<file path="src/rtl/sd_pkg.sv">
// Shared SD data-path constants: CRC polynomials, block size and the CRC engine state encoding.
package sd_pkg;

    localparam logic [15:0] CRC16_POLY     = 16'h1021;
    localparam logic [6:0]  CRC7_POLY      = 7'h09;
    localparam int unsigned SD_BLOCK_BYTES = 512;

    typedef enum logic [1:0] {
        IDLE   = 2'd0,
        CALC   = 2'd1,
        UNLOAD = 2'd2
    } crc_state_t;

endpackage

</file>
<file path="src/rtl/crc_lane.sv">
// One DAT line's serial CRC register: clear, update, MSB-first unload and optional compare.
// Received-CRC comparison is built only when CRC_LANES_CHECK_EN is defined.
module crc_lane
    import sd_pkg::*;
#(
    parameter int unsigned      CRC_W = 16,
    parameter logic [CRC_W-1:0] POLY  = CRC_W'(CRC16_POLY)
) (
    input  logic iclk,
    input  logic irst_n,
    input  logic i_clear,
    input  logic i_update,
    input  logic i_shift,
    input  logic i_out_en,
    input  logic i_chk,
    input  logic i_data,
    output logic o_crc,
    output logic o_err
);

    logic [CRC_W-1:0] r_crc;
    logic [CRC_W-1:0] w_crc_nxt;
    logic [CRC_W-1:0] w_shl;
    logic             w_fb;
    logic             r_out;

    always_comb begin
        w_shl     = {r_crc[CRC_W-2:0], 1'b0};
        w_fb      = i_data ^ r_crc[CRC_W-1];
        w_crc_nxt = r_crc;
        if (i_clear) begin
            w_crc_nxt = '0;
        end else if (i_update) begin
            w_crc_nxt = w_shl ^ (w_fb ? POLY : '0);
        end else if (i_shift) begin
            w_crc_nxt = w_shl;
        end
    end

    // Output bit is the MSB of the value the register is about to hold.
    always_ff @(posedge iclk or negedge irst_n) begin
        if (!irst_n) begin
            r_crc <= '0;
            r_out <= 1'b0;
        end else begin
            r_crc <= w_crc_nxt;
            r_out <= i_out_en & w_crc_nxt[CRC_W-1];
        end
    end

    assign o_crc = r_out;

`ifdef CRC_LANES_CHECK_EN
    logic r_err;

    always_ff @(posedge iclk or negedge irst_n) begin
        if (!irst_n) begin
            r_err <= 1'b0;
        end else if (i_clear) begin
            r_err <= 1'b0;
        end else if (i_chk && (i_data != r_crc[CRC_W-1])) begin
            r_err <= 1'b1;
        end
    end

    assign o_err = r_err;
`else
    logic w_unused;
    assign w_unused = i_chk;
    assign o_err    = 1'b0;
`endif

endmodule

</file>
<file path="src/rtl/crc_lanes.sv">
// Multi-lane serial CRC engine for the SD data path: block bit counting, FSM and CRC unload.
// Receive-side CRC checking (icheck, oerr) is built only when CRC_LANES_CHECK_EN is defined.
module crc_lanes
    import sd_pkg::*;
#(
    parameter int unsigned      LANES      = 4,
    parameter int unsigned      CRC_W      = 16,
    parameter logic [CRC_W-1:0] POLY       = CRC_W'(CRC16_POLY),
    parameter int unsigned      BLOCK_BITS = 1024
) (
    input  logic             iclk,
    input  logic             irst_n,
    input  logic             istart,
    input  logic             icheck,
    input  logic             ivalid,
    input  logic [LANES-1:0] idata,
    output logic [LANES-1:0] ocrc,
    output logic             ocrc_valid,
    output logic             obusy,
    output logic             odone,
    output logic [LANES-1:0] oerr
);

    localparam int unsigned CNT_W = $clog2(BLOCK_BITS + 1);

    crc_state_t       r_state;
    crc_state_t       w_state_nxt;
    logic [CNT_W-1:0] r_cnt;
    logic [CNT_W-1:0] w_cnt_nxt;
    logic             r_busy;
    logic             r_crc_valid;
    logic             r_done;
    logic             w_clear;
    logic             w_update;
    logic             w_shift;
    logic             w_chk;
    logic             w_done_nxt;
    logic             w_out_en;

`ifdef CRC_LANES_CHECK_EN
    logic r_mode;
    logic w_mode_nxt;
`else
    logic w_unused;
    assign w_unused = icheck;
`endif

    // Next-state, counter and lane control.
    always_comb begin
        w_state_nxt = r_state;
        w_cnt_nxt   = r_cnt;
        w_clear     = 1'b0;
        w_update    = 1'b0;
        w_shift     = 1'b0;
        w_chk       = 1'b0;
        w_done_nxt  = 1'b0;
`ifdef CRC_LANES_CHECK_EN
        w_mode_nxt  = r_mode;
`endif
        case (r_state)
            IDLE: begin
                if (istart) begin
                    w_clear     = 1'b1;
                    w_cnt_nxt   = '0;
                    w_state_nxt = CALC;
`ifdef CRC_LANES_CHECK_EN
                    w_mode_nxt  = icheck;
`endif
                end
            end
            CALC: begin
                if (ivalid) begin
                    w_update = 1'b1;
                    if (r_cnt == CNT_W'(BLOCK_BITS - 1)) begin
                        w_cnt_nxt   = '0;
                        w_state_nxt = UNLOAD;
                    end else begin
                        w_cnt_nxt = r_cnt + CNT_W'(1);
                    end
                end
            end
            UNLOAD: begin
                w_shift = 1'b1;
`ifdef CRC_LANES_CHECK_EN
                w_chk   = r_mode & ivalid;
`endif
                if (r_cnt == CNT_W'(CRC_W - 1)) begin
                    w_cnt_nxt   = '0;
                    w_state_nxt = IDLE;
                    w_done_nxt  = 1'b1;
                end else begin
                    w_cnt_nxt = r_cnt + CNT_W'(1);
                end
            end
            default: begin
                w_state_nxt = IDLE;
            end
        endcase
        w_out_en = (w_state_nxt == UNLOAD);
    end

    always_ff @(posedge iclk or negedge irst_n) begin
        if (!irst_n) begin
            r_state     <= IDLE;
            r_cnt       <= '0;
            r_busy      <= 1'b0;
            r_crc_valid <= 1'b0;
            r_done      <= 1'b0;
        end else begin
            r_state     <= w_state_nxt;
            r_cnt       <= w_cnt_nxt;
            r_busy      <= (w_state_nxt != IDLE);
            r_crc_valid <= w_out_en;
            r_done      <= w_done_nxt;
        end
    end

`ifdef CRC_LANES_CHECK_EN
    always_ff @(posedge iclk or negedge irst_n) begin
        if (!irst_n) begin
            r_mode <= 1'b0;
        end else begin
            r_mode <= w_mode_nxt;
        end
    end
`endif

    for (genvar g = 0; g < LANES; g++) begin : g_lane
        crc_lane #(
            .CRC_W (CRC_W),
            .POLY  (POLY)
        ) u_lane (
            .iclk     (iclk),
            .irst_n   (irst_n),
            .i_clear  (w_clear),
            .i_update (w_update),
            .i_shift  (w_shift),
            .i_out_en (w_out_en),
            .i_chk    (w_chk),
            .i_data   (idata[g]),
            .o_crc    (ocrc[g]),
            .o_err    (oerr[g])
        );
    end

    assign ocrc_valid = r_crc_valid;
    assign obusy      = r_busy;
    assign odone      = r_done;

endmodule
</file>
<file path="config.mk">
export PLATFORM = sky130hd
export DESIGN_NAME = crc_lanes
export DESIGN_NICKNAME = d
export VERILOG_FILES = /design/src/rtl/sd_pkg.sv /design/src/rtl/crc_lane.sv /design/src/rtl/crc_lanes.sv
export SDC_FILE = /design/constraint.sdc
export NUM_CORES = 1
export LEC_CHECK = 0
export BUFFER_PORTS_ARGS = -buffer_cell sky130_fd_sc_hd__buf_2
export CORE_AREA = 2 2 117 119
export CTS_BUF_LIST = sky130_fd_sc_hd__clkbuf_16
export DETAILED_ROUTE_END_ITERATION = 7
export DIE_AREA = 0 0 119 121
export GPL_ROUTABILITY_DRIVEN = 0
export HOLD_SLACK_MARGIN = 0.15
export SETUP_SLACK_MARGIN = 0.5
export SYNTH_ARGS = -nofsm -noshare
export SYNTH_HDL_FRONTEND = slang
export SYNTH_SLANG_ARGS = --single-unit
</file>
<file path="constraint.sdc">
create_clock -name iclk -period 4.4 [get_ports iclk]
set_input_delay 0.44 -clock iclk [delete_from_list [all_inputs] [get_ports iclk]]
set_output_delay 0.44 -clock iclk [all_outputs]
set_load 0.01 [all_outputs]
</file>
* Word-level counts from Yosys, hierarchy flattened
Cells that the tools add are included.
Widths: inputs -> output; s select.
** Storage, ports and cells
- Flip-flop bits (word level) :: 84
** Operators by class
- Bitwise logic cells :: 12
- Reduce and logical (&&, ||, !) cells :: 5
- Muxes and demuxes :: 33
- $add $sub $neg :: 1
- Eq/ne operators :: 7
** Operator list (count)
- $mux 16 :: 12
- $xor 16x16->16 :: 4
- $mux 13 :: 4
- $mux 11 :: 4
- $pmux 11 s3 :: 1
- $add 11x1->11 const B :: 1
- $eq 11x10->1 const B :: 1
- $eq 11x4->1 const B :: 1
- $mux 2 :: 4
- $mux 1 :: 7
- $pmux 2 s3 :: 1
- $reduce_bool 3->1 :: 2
- $and 1x1->1 :: 4
- $eq 2x2->1 const B :: 2
- $ne 2x2->1 const B :: 2
- $xor 1x1->1 :: 4
- $reduce_and 3->1 :: 1
- $eq 2x1->1 const B :: 1
- $logic_not 2->1 :: 1
- $reduce_bool 2->1 :: 1

* Logic depth before layout (Yosys ltp)
- Depth after elaboration :: 6
- Depth in mapped cells :: 9

* Cells and area by module
A second synthesis with hierarchy kept.
** Second synthesis, totals
- Cells, all modules :: 426
- Area, all modules :: 4093.9 µm²
** By module, submodules not included
- crc_lane :: times used 4, seq. area each 425.4 µm², area each 743.2 µm², cells an instance 77
- crc_lanes :: times used 1, seq. area each 400.4 µm², area each 1121.1 µm², cells an instance 118

* Least setup slack after synthesis
No wires, ideal clock.
- Path kind :: reg2reg
- Start :: reg r_state[1]
- End :: reg g_lane[0].u_lane.r_out
- Buffers on the path :: 1
- Cell stages (with the launch flop) :: 8
- Slack :: 2.499 ns
- Data arrival time :: 1.790 ns
- Clock period less this slack :: 1.901 ns
- Required time :: 4.289 ns
- Cell sequence :: dfrtp_1 inv_1 ha_1 buf_2 nand2_2 nor4_1 o31ai_4 a2111oi_2
** Between the ends
- Longest elaborated chain between the ends :: 6
- Elaborated cells between the ends (all ways) :: 16
- Those cells by class :: eq/ne (3); mux (11); bitwise (1); reduce/logical (1)
** RTL lines
- start, declared :: RTL line crc_lanes.sv:26 : crc_state_t r_state;
- start signal, assigned :: RTL line crc_lanes.sv:110 : r_state <= w_state_nxt;
- $eq 2x2->1 :: RTL line crc_lanes.sv:60 : case (r_state)
- $mux 1 :: RTL line crc_lanes.sv:60
- $mux 16 :: RTL line crc_lane.sv:35 : end else if (i_shift) begin
- $mux 16 :: RTL line crc_lane.sv:33 : end else if (i_update) begin
- $mux 16 :: RTL line crc_lane.sv:31 : if (i_clear) begin
- $and 1x1->1 * :: RTL line crc_lane.sv:47 : r_out <= i_out_en & w_crc_nxt[CRC_W-1];
- end signal, assigned :: RTL line crc_lane.sv:47
- end, declared :: RTL line crc_lane.sv:25 : logic r_out;
Mark *: on every way between the ends. The rest lies on a longest branch, timed or not. The select of a mux whose other input is x is not followed.
A chain may end at the register's enable or synchronous reset.

* Final worst setup path
- Start :: reg r_state[1]
- End :: reg g_lane[1].u_lane.r_crc[5]
** Between the ends
- Longest elaborated chain between the ends :: 4
- Elaborated cells between the ends (all ways) :: 9
- Those cells by class :: eq/ne (2); mux (5); reduce/logical (2)
** RTL lines
- $eq 2x1->1 :: RTL line crc_lanes.sv:60
- $mux 1 :: RTL line crc_lanes.sv:60
- $mux 16 :: RTL line crc_lane.sv:33
- $mux 16 :: RTL line crc_lane.sv:31
- end signal, assigned :: RTL line crc_lane.sv:46 : r_crc <= w_crc_nxt;
- end, declared :: RTL line crc_lane.sv:21 : logic [CRC_W-1:0] r_crc;
Parallel ways exist; a longest one is shown, timed or not.

==> flow_summary.ini <==
[final_layout]
fin_nets = 428
diodes = 0
drive_gt1_share_pct = 12.2
fillers = 1328
area_delta_synth_final_pct = 13.1

[timing]
finalHoldViolations = 0
slew_headroom_pct = 30.9
finalSetupViolations = 0
whs_ns = 0.280
tns_ns = 0
post-route-period-util_pct = 60.0
max_freq_mhz = 379
period_needed_ns = 2.64
final-max-slew-violation-count = 0
clock_skew_ns = 0.00663
worst_slew_pin_slew_ns = 1.04
rsz0062_at_grt = false

[die]
initial_core_util_pct = 29.7
die-area_sq_mm = 0.0144
die_h_microns = 121
die_w_microns = 119
core_sq_mm = 0.0131
row_count = 42
io-pin-count = 20

[clock_network]
cts_setup_buffers = 0
cts-root-buf = clkbuf_16
cts_tree = yes
cts_hold_buffers = 0
clk_path_buf_depth = 2
clock_latency_ns = 0.34
cts_made_buffers = 9
cts_sinks = 84
clk_pin_slew_ns = 0.06
cts_resized = 0
h-tree-depth = 3

[routing]
wl_per_cell_microns = 12.5
vias = 2844
drc_errors = 0
first_pass_iters = 4
ant_nets = 0
viasPerCell = 4.78
drt-initial-drc-count = 175
wl_microns = 7450

[setup_path]
slowest_stage = nand2_2
rrSetupSlack_ns = 1.76
required_ns = 4.64
path_max_fanout = 47
endpoint_kind = flip-flop
slowest_delay_ns = 0.69
cp-start-kind = flip-flop
crit_chain = inv_1 > ha_1 > nand2_2 > nand2_2 > buf_4 > nor2_1 > a211oi_1
rr_endpoint = g_lane[1].u_lane.r_crc[5]$_DFFE_PN0P_
reg2reg_from = r_state[1]$_DFF_PN0_
arrival_ns = 2.88
r2r_cells = 7
worst-setup-path-type = flip-flop to flip-flop
cp-startpoint = r_state[1]$_DFF_PN0_
crit_top_cell = nand2_2

[power]
p_leak_uw = 0.00178
ir_worst_vdd_mv = 0.191
switching_share_pct = 35.1
power_frac_comb_pct = 25.6
p_int_uw = 1640
power.switching_uw = 888
pwr-share-seq_pct = 42.3
clockPowerShare_pct = 32.1
p_per_area_mw_per_mm2 = 576

[synth]
synth_flop_cell = dfrtp_1
synth_top_area_cell = dfrtp_1
syn-cell-area_sq_mm = 0.00388
synthXorXnorAreaFrac_pct = 2.71
ys_seq_elements = 84
synth.most_common_cell = nand2_1
synth-warning-count = 0
ys_types = 45
syn_inst = 416
synth_compound_area_share_pct = 18.4
synth_area_leaders = dfrtp_1 54%, nand2_1 12%, a21oi_1 7.5%
synth.avg_cell_area_sq_um = 9.34
synth-simple-area-share_pct = 17.7
synth_top_family_by_area = compound AO/OA/AOI/OAI gates
synth_common_cells = 124 x nand2_1, 84 x dfrtp_1, 58 x a21oi_1, 20 x nor2_1, 15 x clkbuf_1
synth_seq_area_share_pct = 54.1
async_reset_ff_share_pct = 100
synth_adder_area_share_pct = 1.61
synth_enable_flop_cells = 0
synth_top_cell_area_share_pct = 54.1
muxShareOfSynthArea_pct = 0.258

[place]
dp_hpwl_microns = 4610
port_buffers = 14

[global_route]
grt_start_max_net_pins = 85
grt_pass1_vias = 2758
grt_usage_pct = 11.2
grt_first_pass_wirelength_microns = 13100
gr-total-overflow = 0
antenna_found_initial = 0

[status]
status = finished clean

[worst_hold_path]
hp-class = input pin to async pin

[flow_run]
cap_violations = 0
## cells in the final DEF, fill, tap and decap left out, types with 4 or more instances in the layout
cell type | Yosys | layout
nand2_1 | 124 | 123
dfrtp_1 | 84 | 84
a21oi_1 | 58 | 57
nor2_1 | 20 | 20
buf_2 | 4 | 13
xnor2_1 | 12 | 12
o211ai_1 | 12 | 12
inv_1 | 9 | 9
clkbuf_16 | 0 | 9
a211oi_1 | 8 | 8
ha_1 | 5 | 5
a2111oi_2 | 4 | 4
o2111ai_1 | 4 | 4
conb_1 | 1 | 4
buf_4 | 8 | 4
## worst max-delay path by stage
stage	end	cells after the start	slack, ns
after global placement	g_lane[1].u_lane.r_crc[5]$_DFFE_PN0P_	7	1.81
after global routing	g_lane[2].u_lane.r_crc[5]$_DFFE_PN0P_	7	1.51
after CTS	g_lane[1].u_lane.r_crc[5]$_DFFE_PN0P_	7	1.72
after detailed placement	g_lane[1].u_lane.r_crc[5]$_DFFE_PN0P_	7	1.74
after floorplan	g_lane[0].u_lane.o_crc$_DFF_PN0_	7	2.50
final	g_lane[1].u_lane.r_crc[5]$_DFFE_PN0P_	7	1.76
## stage by stage
stage,setup slack [ns],power [uW],utilization [%],area (sq um),std cells
finish,1.76,2530,33.6,4390,595
global route,1.51,2700,33.6,4390,595
CTS,1.72,2560,33.6,4390,595
detailed placement,1.74,1740,31.1,4070,579
global placement,1.81,1710,31.1,4070,579
floorplan,2.50,1570,-,3900,419
## logic make-up (layout without fill, tap and decap cells)
kind of cell	Yosys count	in the layout
other cells	1	4
fa+ha+maj	5	5
xor+xnor	12	12
buf+inv	43	43
flops	84	84
simple gates	165	165
compound gates	105	105
mux	1	1
## area by class of cell
type / count / area (sq um) / area share (%)
clock buffers: 9 / 225 / 5.13
clock inverters: 7 / 100 / 2.28
inverters: 10 / 37.5 / 0.854
multi-input cells: 292 / 1610 / 36.7
flip-flops and latches: 84 / 2100 / 47.8
well taps: 176 / 220 / 5.01
repair buffers: 17 / 95.1 / 2.16
## worst max-delay path, delay by kind of cell (launching register included)
kind / cells / cell delay [ns]
and+or+nand+nor: 3 / 1.01
buffers and inverters: 2 / 0.50
DFF: 1 / 0.41
adders and majority gates: 1 / 0.37
AOI/OAI and AO/OA: 1 / 0.21
## power by group through the flow
| stage | clock (uW) | combinational, uW | sequential, uW |
|---|---|---|---|
| finish | 812 | 647 | 1070 |
| global placement | 0 | 635 | 1070 |
| detailed placement | 0 | 654 | 1080 |
| global route | 866 | 734 | 1100 |
| floorplan | 0 | 512 | 1060 |
| CTS | 835 | 655 | 1070 |
## sequential cells by signal, indices dropped and copies added (netlist names)
register,count
g_lane.u_lane.o_crc,4
g_lane.u_lane.r_crc,64
obusy,1
ocrc_valid,1
odone,1
r_cnt,11
r_state,2
## routing by layer
layer  vias up  global-route usage, %  wire length, microns
li1       1396                      -                     -
met1      1391                   15.3                  3780
met2        44                   17.0                  3290
met3        13                   2.73                   236
met4         0                   4.69                   141
met5         -                      0                     0
(Power assumes the default switching activity.)
